## config.mk

```make
export PLATFORM = sky130hd
export DESIGN_NAME = uart_rx
export DESIGN_NICKNAME = d
export VERILOG_FILES = /design/src/rtl/uart_pkg.sv /design/src/rtl/uart_sync.sv /design/src/rtl/uart_rx.sv
export SDC_FILE = /design/constraint.sdc
export NUM_CORES = 1
export LEC_CHECK = 0
export ABC_AREA = 1
export CAP_MARGIN = 20
export CORE_MARGIN = 1
export CORE_UTILIZATION = 35
export DETAILED_ROUTE_END_ITERATION = 10
export DONT_BUFFER_PORTS = 1
export GPL_ROUTABILITY_DRIVEN = 0
export SLEW_MARGIN = 10
export SYNTH_ARGS = -nofsm -noshare
export SYNTH_HDL_FRONTEND = slang
export SYNTH_HIERARCHICAL = 1
export SYNTH_SLANG_ARGS = --single-unit
```

## constraint.sdc

```tcl
create_clock -name clk -period 1.6 [get_ports clk]
set_input_delay 0.24 -clock clk [delete_from_list [all_inputs] [get_ports clk]]
set_output_delay 0.24 -clock clk [all_outputs]
set_load 0.02 [all_outputs]
```

## src/rtl/uart_pkg.sv

```systemverilog
// uart_pkg: shared parity/FSM types and parity-name decoding for the UART datapath
package uart_pkg;

    typedef enum logic [1:0] {PAR_NONE, PAR_EVEN, PAR_ODD} par_t;

    typedef enum logic [2:0] {IDLE, START, DATA, PARITY, STOP} state_t;

    function automatic par_t par_of(input logic [31:0] pt);
        return pt == "EVEN" ? PAR_EVEN : pt == "ODD" ? PAR_ODD : PAR_NONE;
    endfunction

endpackage

```

## src/rtl/uart_sync.sv

```systemverilog
// uart_sync: two-flop synchronizer for the serial line, resets to the idle (high) level
module uart_sync (
    input  logic clk,
    input  logic rst,
    input  logic d,
    output logic q
);

    logic [1:0] ff;

    // shift the pin through two flops
    always_ff @(posedge clk) ff <= rst ? 2'b11 : {ff[0], d};

    assign q = ff[1];

endmodule

```

## src/rtl/uart_rx.sv

```systemverilog
// uart_rx: oversampling UART receiver with valid/ready output; UART_RX_SYNC_EN adds a 2-flop input synchronizer
module uart_rx import uart_pkg::*; #(
    parameter int DW = 8,
    parameter     PT = "NONE",
    parameter int SW = 1,
    parameter int BN = 54
) (
    input  logic          clk,
    input  logic          rst,
    input  logic          uart_rxd,
    output logic          str_rxd_tvalid,
    output logic [DW-1:0] str_rxd_tdata,
    input  logic          str_rxd_tready,
    output logic          error_fifo,
    output logic          error_parity,
    output logic          error_frame
);

    localparam par_t PAR = par_of(PT);
    localparam int PB = PAR == PAR_NONE ? 0 : 1;
    localparam int CW = $clog2(BN);
    localparam int BW = $clog2(DW + 3);
    localparam logic [CW-1:0] HALF = CW'(BN / 2 - 1);
    localparam logic [CW-1:0] FULL = CW'(BN - 1);
    localparam logic [BW-1:0] DLAST = BW'(DW - 1);
    localparam logic [BW-1:0] LAST = BW'(DW + PB + SW - 1);

    logic          rxd;
    state_t        state, state_nx;
    logic [CW-1:0] baud_cnt;
    logic [BW-1:0] bit_cnt;
    logic [DW-1:0] shreg;
    logic          par_bit, frm_lat;
    logic          tick, smp, last, par_err, full;

`ifdef UART_RX_SYNC_EN
    uart_sync u_sync (.clk(clk), .rst(rst), .d(uart_rxd), .q(rxd));
`else
    assign rxd = uart_rxd;
`endif

    // state register
    always_ff @(posedge clk) state <= rst ? IDLE : state_nx;

    // frame sequencing: false starts fall back to IDLE, parity state only when enabled
    always_comb begin
        state_nx = state;
        case (state)
            IDLE:    state_nx = rxd ? IDLE : START;
            START:   if (tick) state_nx = rxd ? IDLE : DATA;
            DATA:    if (tick && bit_cnt == DLAST) state_nx = PB != 0 ? PARITY : STOP;
            PARITY:  if (tick) state_nx = STOP;
            STOP:    if (last) state_nx = IDLE;
            default: state_nx = IDLE;
        endcase
    end

    // sample strobes derived from the state and the baud counter
    always_comb begin
        tick = baud_cnt == '0;
        smp  = tick && (state == DATA || state == PARITY || state == STOP);
        last = tick && state == STOP && bit_cnt == LAST;
    end

    assign par_err = PAR == PAR_EVEN ? ^{shreg, par_bit} : PAR == PAR_ODD ? ~^{shreg, par_bit} : 1'b0;
    assign full    = str_rxd_tvalid & ~str_rxd_tready;

    // baud/bit counters, data shift register, parity bit and stop-bit error latch
    always_ff @(posedge clk) begin
        if (rst) begin
            baud_cnt <= '0;
            bit_cnt  <= '0;
            shreg    <= '0;
            par_bit  <= 1'b0;
            frm_lat  <= 1'b0;
        end else begin
            baud_cnt <= state == IDLE ? (rxd ? '0 : HALF) : tick ? FULL : baud_cnt - 1'b1;
            bit_cnt  <= state == IDLE ? '0 : (smp && !last) ? bit_cnt + 1'b1 : bit_cnt;
            frm_lat  <= state == IDLE ? 1'b0 : frm_lat | (smp && state == STOP && !rxd);
            if (smp && state == DATA) shreg <= {rxd, shreg[DW-1:1]};
            if (smp && state == PARITY) par_bit <= rxd;
        end
    end

    // holding register and status pulses, issued the cycle after the last stop sample
    always_ff @(posedge clk) begin
        if (rst) begin
            str_rxd_tvalid <= 1'b0;
            str_rxd_tdata  <= '0;
            error_fifo     <= 1'b0;
            error_parity   <= 1'b0;
            error_frame    <= 1'b0;
        end else begin
            error_fifo   <= last & full;
            error_parity <= last & par_err;
            error_frame  <= last & (frm_lat | ~rxd);
            if (last && !full) begin
                str_rxd_tvalid <= 1'b1;
                str_rxd_tdata  <= shreg;
            end else if (str_rxd_tready) begin
                str_rxd_tvalid <= 1'b0;
            end
        end
    end

endmodule

```

# --- Word-level counts from Yosys, hierarchy flattened ---
# Cells that the tools add are included.
totals:
  ff_bits: 33
  output_inout_bits: 12
classes:
  n_reduce_logical: 19
  n_addsub: 2
  muxes: 12
  eq_ne: 10
  n_bitwise: 7
op_table:
  columns: ["operator", "n"]
  rows:
  - ["one-hot mux 3 bit (5 select lines)", 1]
  - ["two-way mux 3 bit", 4]
  - ["two-way mux 6 bit", 2]
  - ["logical AND 1 bit", 9]
  - ["inequality test 2 bit, second input constant", 4]
  - ["== test 3 x 2 -> 1 bit, second input constant", 2]
  - ["zero test 6 bit", 1]
  - ["subtractor 6 x 1 -> 6 bit, second input constant", 1]
  - ["two-way mux 5 bit", 1]
  - ["adder 4 x 1 -> 4 bit, second input constant", 1]
  - ["== test 4 x 3 -> 1 bit, second input constant", 1]
  - ["== test 4 bit, second input constant", 1]
  - ["AND reduction 4 bit", 1]
  - ["bitwise AND 1 bit", 3]
  - ["== test 3 x 1 -> 1 bit, second input constant", 1]
  - ["== test 3 bit, second input constant", 1]
  - ["zero test 1 bit", 3]
  - ["zero test 3 bit", 1]
  - ["two-way mux 1 bit", 3]
  - ["logical OR 1 bit", 2]
  - ["two-way mux 2 bit", 1]
  - ["inverter 1 bit", 2]
  - ["bitwise OR 1 bit", 2]
  - ["nonzero test 2 bit", 1]
  - ["OR reduction 2 bit", 1]

# --- Longest topological paths before layout ---
# Gate-level depths: netlist of run 1.
logic_depth:
  depth_word: 7
  ltp_mapped: 9
  mapped_depth_nobuf: 9

# --- Worst setup path after synthesis of run 1 ---
# OpenSTA, ideal clock, no wires.
synth_timing:
  kind: "register to register"
  startpoint: "reg baud_cnt[0]"
  endpoint: "reg str_rxd_tdata[1]"
  stages_incl_launch_ff: 8
  period_less_slack_ns: 1.328
  slack_ns: 0.272
  arrival_ns: 1.196
  required_time_ns: 1.468
  setup_time_ns: 0.132
  path_cell_list: "dfxtp_1 > inv_1 > ha_1 > nand3_4 > nor2_8 > nand3_4 > nand2_1 > a21oi_1"
synth_via:
  elab_chain_cells: 4
synth_lines:
  columns: ["element", "line_no", "rtl"]
  rows:
  - ["from (decl)", "uart_rx.sv:30", "logic [CW-1:0] baud_cnt;"]
  - ["from (signal assigned)", "uart_rx.sv:77", "baud_cnt <= state == IDLE ? (rxd ? '0 : HALF) : tick ? FULL : baud_cnt - 1'b1;"]
  - ["zero test 6 bit", "uart_rx.sv:60", "tick = baud_cnt == '0;"]
  - ["logical AND 1 bit (2 in a row)", "uart_rx.sv:62", "last = tick && state == STOP && bit_cnt == LAST;"]
  - ["logical AND 1 bit", "uart_rx.sv:97", "if (last && !full) begin"]
  - ["to (signal assigned)", "uart_rx.sv:99", "str_rxd_tdata <= shreg;"]
  - ["to (decl)", "uart_rx.sv:12", "output logic [DW-1:0] str_rxd_tdata,"]
# Every way passes these cells.
# A chain may end at the register's enable or synchronous reset.

# --- Worst setup path after layout of run 1 ---
layout_timing:
  startpoint: "reg baud_cnt[0]"
  endpoint: "reg str_rxd_tdata[4]"
# Same word-level chain as after synthesis.

==> results of run 1 <==
## registers in the layout, summed over array words and instances (netlist names)
name	count
frm_lat	1
shreg	8
state	3
str_rxd_tdata	8
error_fifo	1
error_frame	1
str_rxd_tvalid	1
baud_cnt	6
bit_cnt	4
## Yosys cell counts, types with 2 or more instances
master    number
dfxtp_1       33
nand2_1       30
a21oi_1       22
nor2_1        22
inv_1         13
nand3_1       10
o21ai_0       10
nand4_1        8
nand2_2        4
nor2_4         4
clkbuf_1       3
ha_1           3
inv_2          3
nand3_4        3
nor3_1         3
nor2_8         2
xnor2_1        2
xor2_1         2
## kinds of logic after synthesis
kind of cell	after synthesis	share of synthesized area
xor gates and xnor gates	4	0.0232
AOI/OAI and AO/OA	34	0.117
other	1	0.00249
and+or+nand+nor	90	0.334
adders and majority gates	3	0.0249
buffers and inverters	22	0.0598
DFF	33	0.438
## through the flow
| stage | power (mW) | cells |
|---|---|---|
| 3_3_place_gp | 2.26 | 233 |
| 4_1_cts | 2.89 | 243 |
| 6_report | 2.85 | 243 |
| 3_5_place_dp | 2.26 | 233 |
| 5_1_grt | 3.10 | 243 |
| 2_1_floorplan | 2.09 | 187 |
## power groups by stage
stage / clock [mW] / sequential [mW] / combinational, mW
after global routing: 0.672 / 1.13 / 1.30
after CTS: 0.635 / 1.10 / 1.15
after floorplan: 0 / 1.09 / 0.999
after global placement: 0 / 1.12 / 1.14
after detailed placement: 0 / 1.12 / 1.14
final: 0.606 / 1.10 / 1.14
## area by class of cell
class / count / area share
Multi-Input combinational cell: 132 / 0.457
Sequential cell: 33 / 0.397
Clock buffer: 5 / 0.0414
Inverter: 17 / 0.0399
Tap cell: 50 / 0.0376
Timing Repair Buffer: 3 / 0.0166
Clock inverter: 3 / 0.0105
## worst max-delay path, stage by stage (launching register included)
cell	delay [ns]
dfxtp_1	0.31
inv_1	0.08
ha_2	0.26
nand3_4	0.17
nor2_8	0.20
nand3_4	0.14
nand2_1	0.09
a21oi_1	0.06
## worst min-delay path by stage
stage / slack [ns] / to / from / depth (start not counted)
floorplan: 0.41 / baud_cnt[0]$_SDFF_PP0_ / baud_cnt[0]$_SDFF_PP0_ / 1
detailed placement: 0.31 / baud_cnt[4]$_SDFF_PP0_ / rst / 1
CTS: 0.002 / baud_cnt[4]$_SDFF_PP0_ / rst / 1
global route: 0.0005 / baud_cnt[4]$_SDFF_PP0_ / rst / 1
finish: 0.01 / str_rxd_tvalid$_SDFFE_PP0P_ / rst / 1
global placement: 0.31 / str_rxd_tdata[1]$_SDFFE_PP0P_ / rst / 1
## cell usage in the layout (no fill, tap or decap)
| cell | synthesis | layout |
|---|---|---|
| nand3_4 | 3 | 3 |
| inv_2 | 3 | 3 |
| inv_1 | 13 | 13 |
| nor3_1 | 3 | 3 |
| nor2_1 | 22 | 22 |
| xnor2_1 | 2 | 2 |
| o21bai_1 | 1 | 1 |
| nor2_4 | 4 | 4 |
| ha_2 | 0 | 1 |
| clkbuf_8 | 0 | 5 |
| ha_1 | 3 | 2 |
| nor2_8 | 2 | 2 |
| xor2_1 | 2 | 2 |
| nand3b_1 | 1 | 1 |
| clkinv_2 | 0 | 2 |
| dfxtp_1 | 33 | 33 |
| clkinvlp_4 | 0 | 1 |
| nand4_1 | 8 | 8 |
| buf_4 | 1 | 1 |
| nor2_2 | 1 | 1 |
| or2_2 | 1 | 1 |
| nand2_1 | 30 | 30 |
| conb_1 | 1 | 1 |
| nand2_2 | 4 | 4 |
| inv_4 | 1 | 1 |
| a21oi_1 | 22 | 22 |
| nand3_1 | 10 | 10 |
| dlygate4sd3_1 | 0 | 2 |
| nand2_4 | 1 | 1 |
| o21ai_0 | 10 | 10 |
| o21ai_2 | 1 | 1 |
## per-layer routing
layer  track usage  up-vias
met5             0        -
met4        0.0878        0
met3        0.0524        8
met2         0.217       15
met1         0.176      494
li1              -      630
## timing repair
action | in CTS | in global routing
endpoints found under the hold margin | 7 | 0
setup endpoints to repair | 0 | 9
hold buffers | 2 | 0
resized for setup | 0 | 1
setup buffers | 0 | 0
==> metrics.md, run 1 <==
| Metric | Value |
|---|---|
| CP Max Fanout | 10 |
| Cell area after placement | 0.00155 sq mm |
| Final setup fails | 0 |
| Largest net degree at the start of global routing | 12 |
| Lkg Pwr | 0.644 nW |
| Part of the power in combinational logic | 0.401 |
| Max Freq | 704 MHz |
| Multi-input logic area | around 760 sq um |
| Syn_area_per_cell | 8.06 sq um |
| Fill cells | between 400 and 500 |
| CTS tree | yes |
| Clock Sinks | 33 |
| Nets | 199 |
| CTS root buf | clkbuf_8 |
| Met2 WL post-DR | 1250 microns |
| Vias | 1147 |
| Post-synth EDFFs | 0 |
| Top cells by area, synth | dfxtp_1 (44%), nand2_1 (7.5%), a21oi_1 (7.3%) |
| Clk pwr share | 0.212 |
| Final hold slack | 0.0145 ns |
| Ys Warns | 6 |
| Place WS | 0.144 ns |
| Seq/Total Area, Yosys | 0.438 |
| Reg2reg start | baud_cnt[0]$_SDFF_PP0_ |
| Starting Density | 0.372 |
| Synthesized flop and latch total | 33 |
| CTS buffer count | 5 |
| CTS Buffer Depth | 2 |
| Sequential share of power | 0.387 |
| Initial DRC Count | 52 |
| Sw Pwr | 1.17 mW |
| IO buf count | 0 |
| Die width | 67.6 microns |
| Hpwl dp | 1990 microns |
| Worst clock skew | 0.00613 ns |
| Fin area | 0.00166 sq mm |
| DIE HEIGHT | 67.6 microns |
| Final period utilization | 0.888 |
| Number of global-route vias before repair | 1076 |
| Site Rows | 23 |
| Ant diodes | 0 |
| GRT Total Usage | 0.145 |
| Unrepaired setup endpoints after global routing | false |
| Syn_nets | 194 |
| Synth Cell Area | 0.00151 sq mm |
| First-pass GRT wire length | 4750 microns |
| Path depth of the worst reg2reg path | 7 |
| Vias per cell | 4.72 |
| Worst-path clk slew | 0.07 ns |
| DRC violations left | 0 |
| Insertion delay to the later sink of the worst-skew pair | about 0.29 ns |
| Pins over their slew limit | 0 |
| Worst VDD drop | 540 uV |
| PwrDens | approximately 1700 mW/mm^2 |
| Post-synth top area cell | dfxtp_1 |
| Critical path endpoint | str_rxd_tdata[4]$_SDFFE_PP0P_ |
| # IOs | 16 |
| WL final | 2770 microns |
| Internal power | 1.69 mW |
| Startpoint type of the worst setup path | flip-flop |
| Status | finished, final reports clean |
| R2R setup slack | 0.18 ns |
| Storage element area | 661 sq um |
| Area growth, synth to finish | 10.3% |
| Syn Inst Count | 187 |
| Arrival @ worst endpoint | 1.59 ns |
| Drt pass-1 iters | 4 |
| CP startpoint | baud_cnt[0]$_SDFF_PP0_ |
| Fraction of layout cells with a size suffix above 1 | 0.161 |
| Setup TNS | 0 ns |
| Critical path class | flip-flop to flip-flop |
| Unique masters post-synth | 28 |
| Highest routed metal layer | met4 |
| Yosys top cell area share | 0.438 |
| Total congestion overflow | 0 |
| Critical path endpoint category | flip-flop |
| H-tree levels | 2 |
| Post-synth ARST share | 0 |
| Worst setup margin | 0.180 ns |
| WP data required | about 1.8 ns |
| Max_cap viols | 0 |
| Initial antenna violation count | 0 |
| DR WL met3 | between 90 and 100 microns |
| Core Area | around 0.0041 sq mm |
| Final hold viol count | 0 |
| Worst R2R End | str_rxd_tdata[4]$_SDFFE_PP0P_ |
| Routed Antenna Nets | 0 |
| Ys flop type | dfxtp_1 |
| Min Tclk post-route | ~1.4 ns |
| Final Util | 0.410 |
| Worst Hold Class | input pin to flip-flop |
| Sw frac | 0.409 |
| Die area | 0.00457 sq mm |
| Wire length per cell | approximately 11 microns |
| M1 WL | 1340 microns |
No activity file was read; power rests on OpenSTA's default activity.
==> run 2, diff against run 1 <==
- HOLD_SLACK_MARGIN: not set -> 0.02
==> metrics.md, run 2 (synthesis gave the netlist of run 1 again) <==
| Metric | Value |
|---|---|
| CTS buffer count | 5 (unchanged) |
| Number of global-route vias before repair | 1073 (-0.28%) |
| Nets | 199 (unchanged) |
| Drt pass-1 iters | 4 (unchanged) |
| Post-Place Cells | 233 (unchanged) |
| Total congestion overflow | 0 (unchanged) |
| PwrDens | 1720 mW/mm^2 (+0.13%) |
| Least-Margin Pin Slew | 0.507 ns |
| Initial antenna violation count | 0 (unchanged) |
| Final setup fails | 0 (unchanged) |
| DRC violations left | 0 (unchanged) |
| CTS Buffer Depth | 2 (unchanged) |
| Lkg Pwr | 0.644 nW (unchanged) |
| Fraction of layout cells with a size suffix above 1 | 0.161 (unchanged) |
| CP bufs+invs | 1 (unchanged) |
| Multi-input logic area | 759 sq um (unchanged) |
| Startpoint type of the worst setup path | flip-flop |
| Arrival @ worst endpoint | 1.59 ns (about the same) |
| Commonest non-fill, non-tap cell in the layout | dfxtp_1 |
| Worst-path clk slew | 0.07 ns (about the same) |
| Path depth of the worst reg2reg path | 7 (unchanged) |
| Final hold viol count | 0 (unchanged) |
| Starting Density | 0.372 (unchanged) |
| Slew headroom | 0.661 |
| Initial DRC Count | 63 (+21%) |
| Part of the power in combinational logic | 0.401 (about the same) |
| CTS root buf | clkbuf_8 |
| WP data required | 1.76 ns (about the same) |
| Hold path depth | 2 (+1) |
| Min Tclk post-route | 1.43 ns (+0.00930 ns) |
| Critical Path Stages | 7 (unchanged) |
| Crit path max-delay cell type | dfxtp_1 |
| Final Instance Count excl. Fillers | 243 (unchanged) |
| CTS tree | yes |
| Wire length per cell | 11.3 microns (-0.33%) |
| Core Area | 0.00406 sq mm (unchanged) |
| # IOs | 16 (unchanged) |
| Fill cells | 428 (+0.47%) |
| Worst clock skew | 0.00599 ns (-0.000133 ns) |
| Routed Antenna Nets | 0 (unchanged) |
| Sw Pwr | 1.17 mW (+0.32%) |
| WL final | 2760 microns (-0.33%) |
| Vias | 1134 (-1.1%) |
| Largest net degree at the start of global routing | 15 (+3) |
| GRT Total Usage | 0.145 (-0.000352) |
| Internal power | 1.68 mW (about the same) |
| Setup TNS | 0 ns (unchanged) |
| Clk pwr share | 0.212 (about the same) |
| DIE HEIGHT | 67.6 microns (unchanged) |
| Ant diodes | 0 (unchanged) |
| Area growth, synth to finish | 10.3% (unchanged) |
| CP Max Fanout | 10 (unchanged) |
| Top Registers | shreg (8), str_rxd_tdata (8), baud_cnt (6) |
| Post CTS Setup Buffer Count | 0 (unchanged) |
| H-tree levels | 2 (unchanged) |
| Site Rows | 23 (unchanged) |
| Sw frac | 0.410 (+0.000786) |
| Storage element area | 661 sq um (unchanged) |
| Most frequent cells in the layout | dfxtp_1 (33), nand2_1 (30), nor2_1 (22), a21oi_1 (22), inv_1 (13) |
| Sequential share of power | 0.386 (about the same) |
| Worst Hold Class | input pin to flip-flop |
| Crit path max-delay family | simple AND/OR/NAND/NOR gates |
| Most used cell, CP | nand3_4 |
| IO buf count | 0 (unchanged) |
| Die area | 0.00457 sq mm (unchanged) |
| Hpwl dp | 1990 microns (unchanged) |
| Vias per cell | 4.67 (-1.1%) |
| Insertion delay to the later sink of the worst-skew pair | 0.29 ns (about the same) |
| Max_cap viols | 0 (unchanged) |
| Critical path class | flip-flop to flip-flop |
| Worst VDD drop | 541 uV (about the same) |
| Die width | 67.6 microns (unchanged) |
| Unrepaired setup endpoints after global routing | false |
| CP max stage delay | 0.31 ns (about the same) |
| Pins over their slew limit | 0 (unchanged) |
| Clock Sinks | 33 (unchanged) |
| First-pass GRT wire length | 4750 microns (-0.15%) |
| Critical path endpoint category | flip-flop |
| Status | finished, final reports clean |
| Crit-path cells | inv_1 > ha_2 > nand3_4 > nor2_8 > nand3_4 > nand2_1 > a21oi_1 |
| Final period utilization | 0.893 (+0.00581) |
| Max Freq | 700 MHz (-0.65%) |
## run 2: path summary, 6_finish.rpt
kind | slack (ns) | start | to
worst max-delay path | 0.17 | baud_cnt[0]$_SDFF_PP0_ | str_rxd_tdata[4]$_SDFFE_PP0P_
worst min-delay path | 0.18 | uart_rxd | shreg[7]$_SDFFE_PP0P_
worst max register to register | 0.17 | baud_cnt[0]$_SDFF_PP0_ | str_rxd_tdata[4]$_SDFFE_PP0P_
worst min register to register | 0.44 | baud_cnt[0]$_SDFF_PP0_ | baud_cnt[0]$_SDFF_PP0_
## run 2: layout make-up
type                       instances  share of cell area
multi-input combinational        132               0.457
inverter                          17              0.0399
tap                               50              0.0376
sequential                        33               0.397
timing repair buffer               3              0.0166
clock buffer                       5              0.0414
clock inverter                     3              0.0105
## run 2: what timing repair did
action | 4_1_cts | 5_1_grt
endpoints found under the hold margin | 14 | 1
endpoints found under the setup margin | 0 | 9
gates resized for setup | 0 | 1
hold buffers | 1 | 1
## run 2: layer usage
metal	routed length, microns	track usage	vias to the layer above	part of all wire
met5	0	0	-	0
met4	82	0.0878	0	0.030
met3	75	0.0473	8	0.027
met2	1240	0.217	13	0.45
met1	1360	0.178	485	0.49
li1	-	-	628	-
## run 2: power by group through the flow
stage	clock network, mW	registers (mW)	logic [mW]
2_1_floorplan	0	1.09	0.999
3_5_place_dp	0	1.12	1.14
4_1_cts	0.635	1.10	1.15
5_1_grt	0.672	1.13	1.30
6_report	0.606	1.10	1.15
3_3_place_gp	0	1.12	1.14
## run 2: stage by stage
stage                     utilization  setup WS, ns  total power [mW]  hold slack, ns  cell area [sq um]
after detailed placement        0.383         0.144              2.26           0.313               1550
after floorplan                     -         0.272              2.09           0.412               1510
after global routing            0.410        0.0199              3.10           0.195               1660
after global placement          0.383         0.175              2.26           0.311               1550
after CTS                       0.407        0.0884              2.89          0.0225               1650
final                           0.410         0.170              2.86           0.183               1660
==> run 3, diff against run 2 <==
- CORE_MARGIN: 1 -> 2
==> metrics.md, run 3 (synthesis gave the netlist of run 1 again) <==
| Metric | Value |
|---|---|
| Lkg Pwr | 0.653 nW (+1.5%) |
| Final hold viol count | 0 (unchanged) |
| CP startpoint | baud_cnt[0]$_SDFF_PP0_ |
| Most frequent cells in the layout | dfxtp_1 (33), nand2_1 (30), nor2_1 (22), a21oi_1 (22), inv_1 (13) |
| Vias per cell | 4.81 (+3.0%) |
| Setup TNS | 0 ns (unchanged) |
| CP Max Fanout | 8 (-2) |
| Final period utilization | 0.896 (+0.00208) |
| Ant diodes | 0 (unchanged) |
| Site Rows | 23 (unchanged) |
| GRT Total Usage | 0.135 (-0.00975) |
| Core Area | 0.00409 sq mm (+0.71%) |
| DRC violations left | 0 (unchanged) |
| CP bufs+invs | 2 (+1) |
| Min-delay src | rst |
| CTS tree | yes |
| Final hold slack | 0.0377 ns (-0.145 ns) |
| Crit path max-delay cell type | dfxtp_1 |
| Status | finished, final reports clean |
| Wire length per cell | 12.2 microns (+7.4%) |
| Worst VDD drop | 648 uV (+20%) |
| # IOs | 16 (unchanged) |
| Most used cell, CP | inv_1 |
| Initial antenna violation count | 0 (unchanged) |
| Worst clock skew | 0.0112 ns (+0.00520 ns) |
| Area growth, synth to finish | 11.8% |
| Unrepaired setup endpoints after global routing | false |
| Fraction of layout cells with a size suffix above 1 | 0.151 (-0.00958) |
| Total power | 3.07 mW (+7.5%) |
| Top Registers | shreg (8), str_rxd_tdata (8), baud_cnt (6) |
| Fill cells | 437 (+2.1%) |
| Number of global-route vias before repair | 1066 (-0.65%) |
| Drt pass-1 iters | 4 (unchanged) |
| First-pass GRT wire length | 5110 microns (+7.6%) |
| Max Freq | 698 MHz (-0.23%) |
| Largest net degree at the start of global routing | 13 (-2) |
| Nets | 198 (-0.50%) |
| Initial DRC Count | 83 (+32%) |
| Commonest non-fill, non-tap cell in the layout | dfxtp_1 |
| CTS buffer count | 5 (unchanged) |
| H-tree levels | 2 (unchanged) |
| Crit-path cells | inv_1 > ha_2 > nand3_4 > o21bai_1 > o21ai_0 > nand2_1 > inv_1 |
| Insertion delay to the later sink of the worst-skew pair | 0.29 ns (about the same) |
| CTS root buf | clkbuf_8 |
| Arrival @ worst endpoint | 1.61 ns (+0.02 ns) |
| Total congestion overflow | 0 (unchanged) |
| Critical path class | flip-flop to flip-flop |
| PwrDens | 1820 mW/mm^2 (+6.1%) |
| Reg2reg start | baud_cnt[0]$_SDFF_PP0_ |
| Post CTS Setup Buffer Count | 0 (unchanged) |
| Vias | 1163 (+2.6%) |
| Pins over their slew limit | 0 (unchanged) |
| Worst setup margin | 0.167 ns (-0.00333 ns) |
| IO buf count | 0 (unchanged) |
| Die width | 69.6 microns (+3.0%) |
| CTS Buffer Depth | 2 (unchanged) |
| DIE HEIGHT | 69.6 microns (+3.0%) |
| Final setup fails | 0 (unchanged) |
| Routed Antenna Nets | 0 (unchanged) |
| Clock Sinks | 33 (unchanged) |
| WL final | 2950 microns (+7.0%) |
| Place WS | 0.148 ns (+0.00464 ns) |
| CP max stage delay | 0.31 ns (about the same) |
| Worst Hold Class | input pin to flip-flop |
| Crit path max-delay family | compound AO/OA/AOI/OAI gates |
| Worst-path clk slew | 0.07 ns (about the same) |
| Starting Density | 0.369 (-0.00262) |
| Min Tclk post-route | 1.43 ns (+0.00333 ns) |
| Die area | 0.00485 sq mm (+6.0%) |
| Critical path endpoint category | flip-flop |
| Final Util | 0.412 (+0.00262) |
| Startpoint type of the worst setup path | flip-flop |
| Max_cap viols | 0 (unchanged) |
| R2R setup slack | 0.17 ns (about the same) |
| WP data required | 1.78 ns (+0.02 ns) |
| Hpwl dp | 2030 microns (+1.7%) |
## run 3: path summary, 6_finish.rpt
check                                              end  depth (start not counted)
worst max register to register   state[2]$_SDFFE_PP0P_                          7
worst min-delay path             error_fifo$_SDFF_PP0_                          1
worst max-delay path             state[2]$_SDFFE_PP0P_                          7
worst min register to register  baud_cnt[0]$_SDFF_PP0_                          1
## run 3: report_power, final
part	switching, mW	internal [mW]	leakage [nW]
Clock	0.291	0.507	0.0585
Sequential	0.146	0.958	0.268
Combinational	0.741	0.427	0.327
Total	1.18	1.89	0.653
## run 3: cell type report
class                      instances  area (sq um)  share of cell area
inverter                          17          66.3              0.0393
clock inverter                     1          30.0              0.0178
multi-input combinational        132           759               0.451
tap                               50          62.6              0.0371
timing repair buffer               2          20.0              0.0119
clock buffer                       7          86.3              0.0512
sequential                        33           661               0.392
## run 3: metrics by stage
stage	cell area (sq um)	instances
after floorplan	1510	187
after global placement	1550	232
after detailed placement	1550	232
after CTS	1670	241
after global routing	1690	242
final	1690	242
## run 3: per-layer routing
layer  vias up  global-route usage  share of wire
met5         -                   0              0
met4         0              0.0726          0.012
met3         2              0.0523          0.056
met2        20               0.187           0.44
met1       517               0.179           0.49
li1        624                   -              -
## run 3: what timing repair did
action	CTS	global route
endpoints found under the hold margin	12	1
hold buffers	1	1
resized for setup	0	1
setup endpoints to repair	0	3
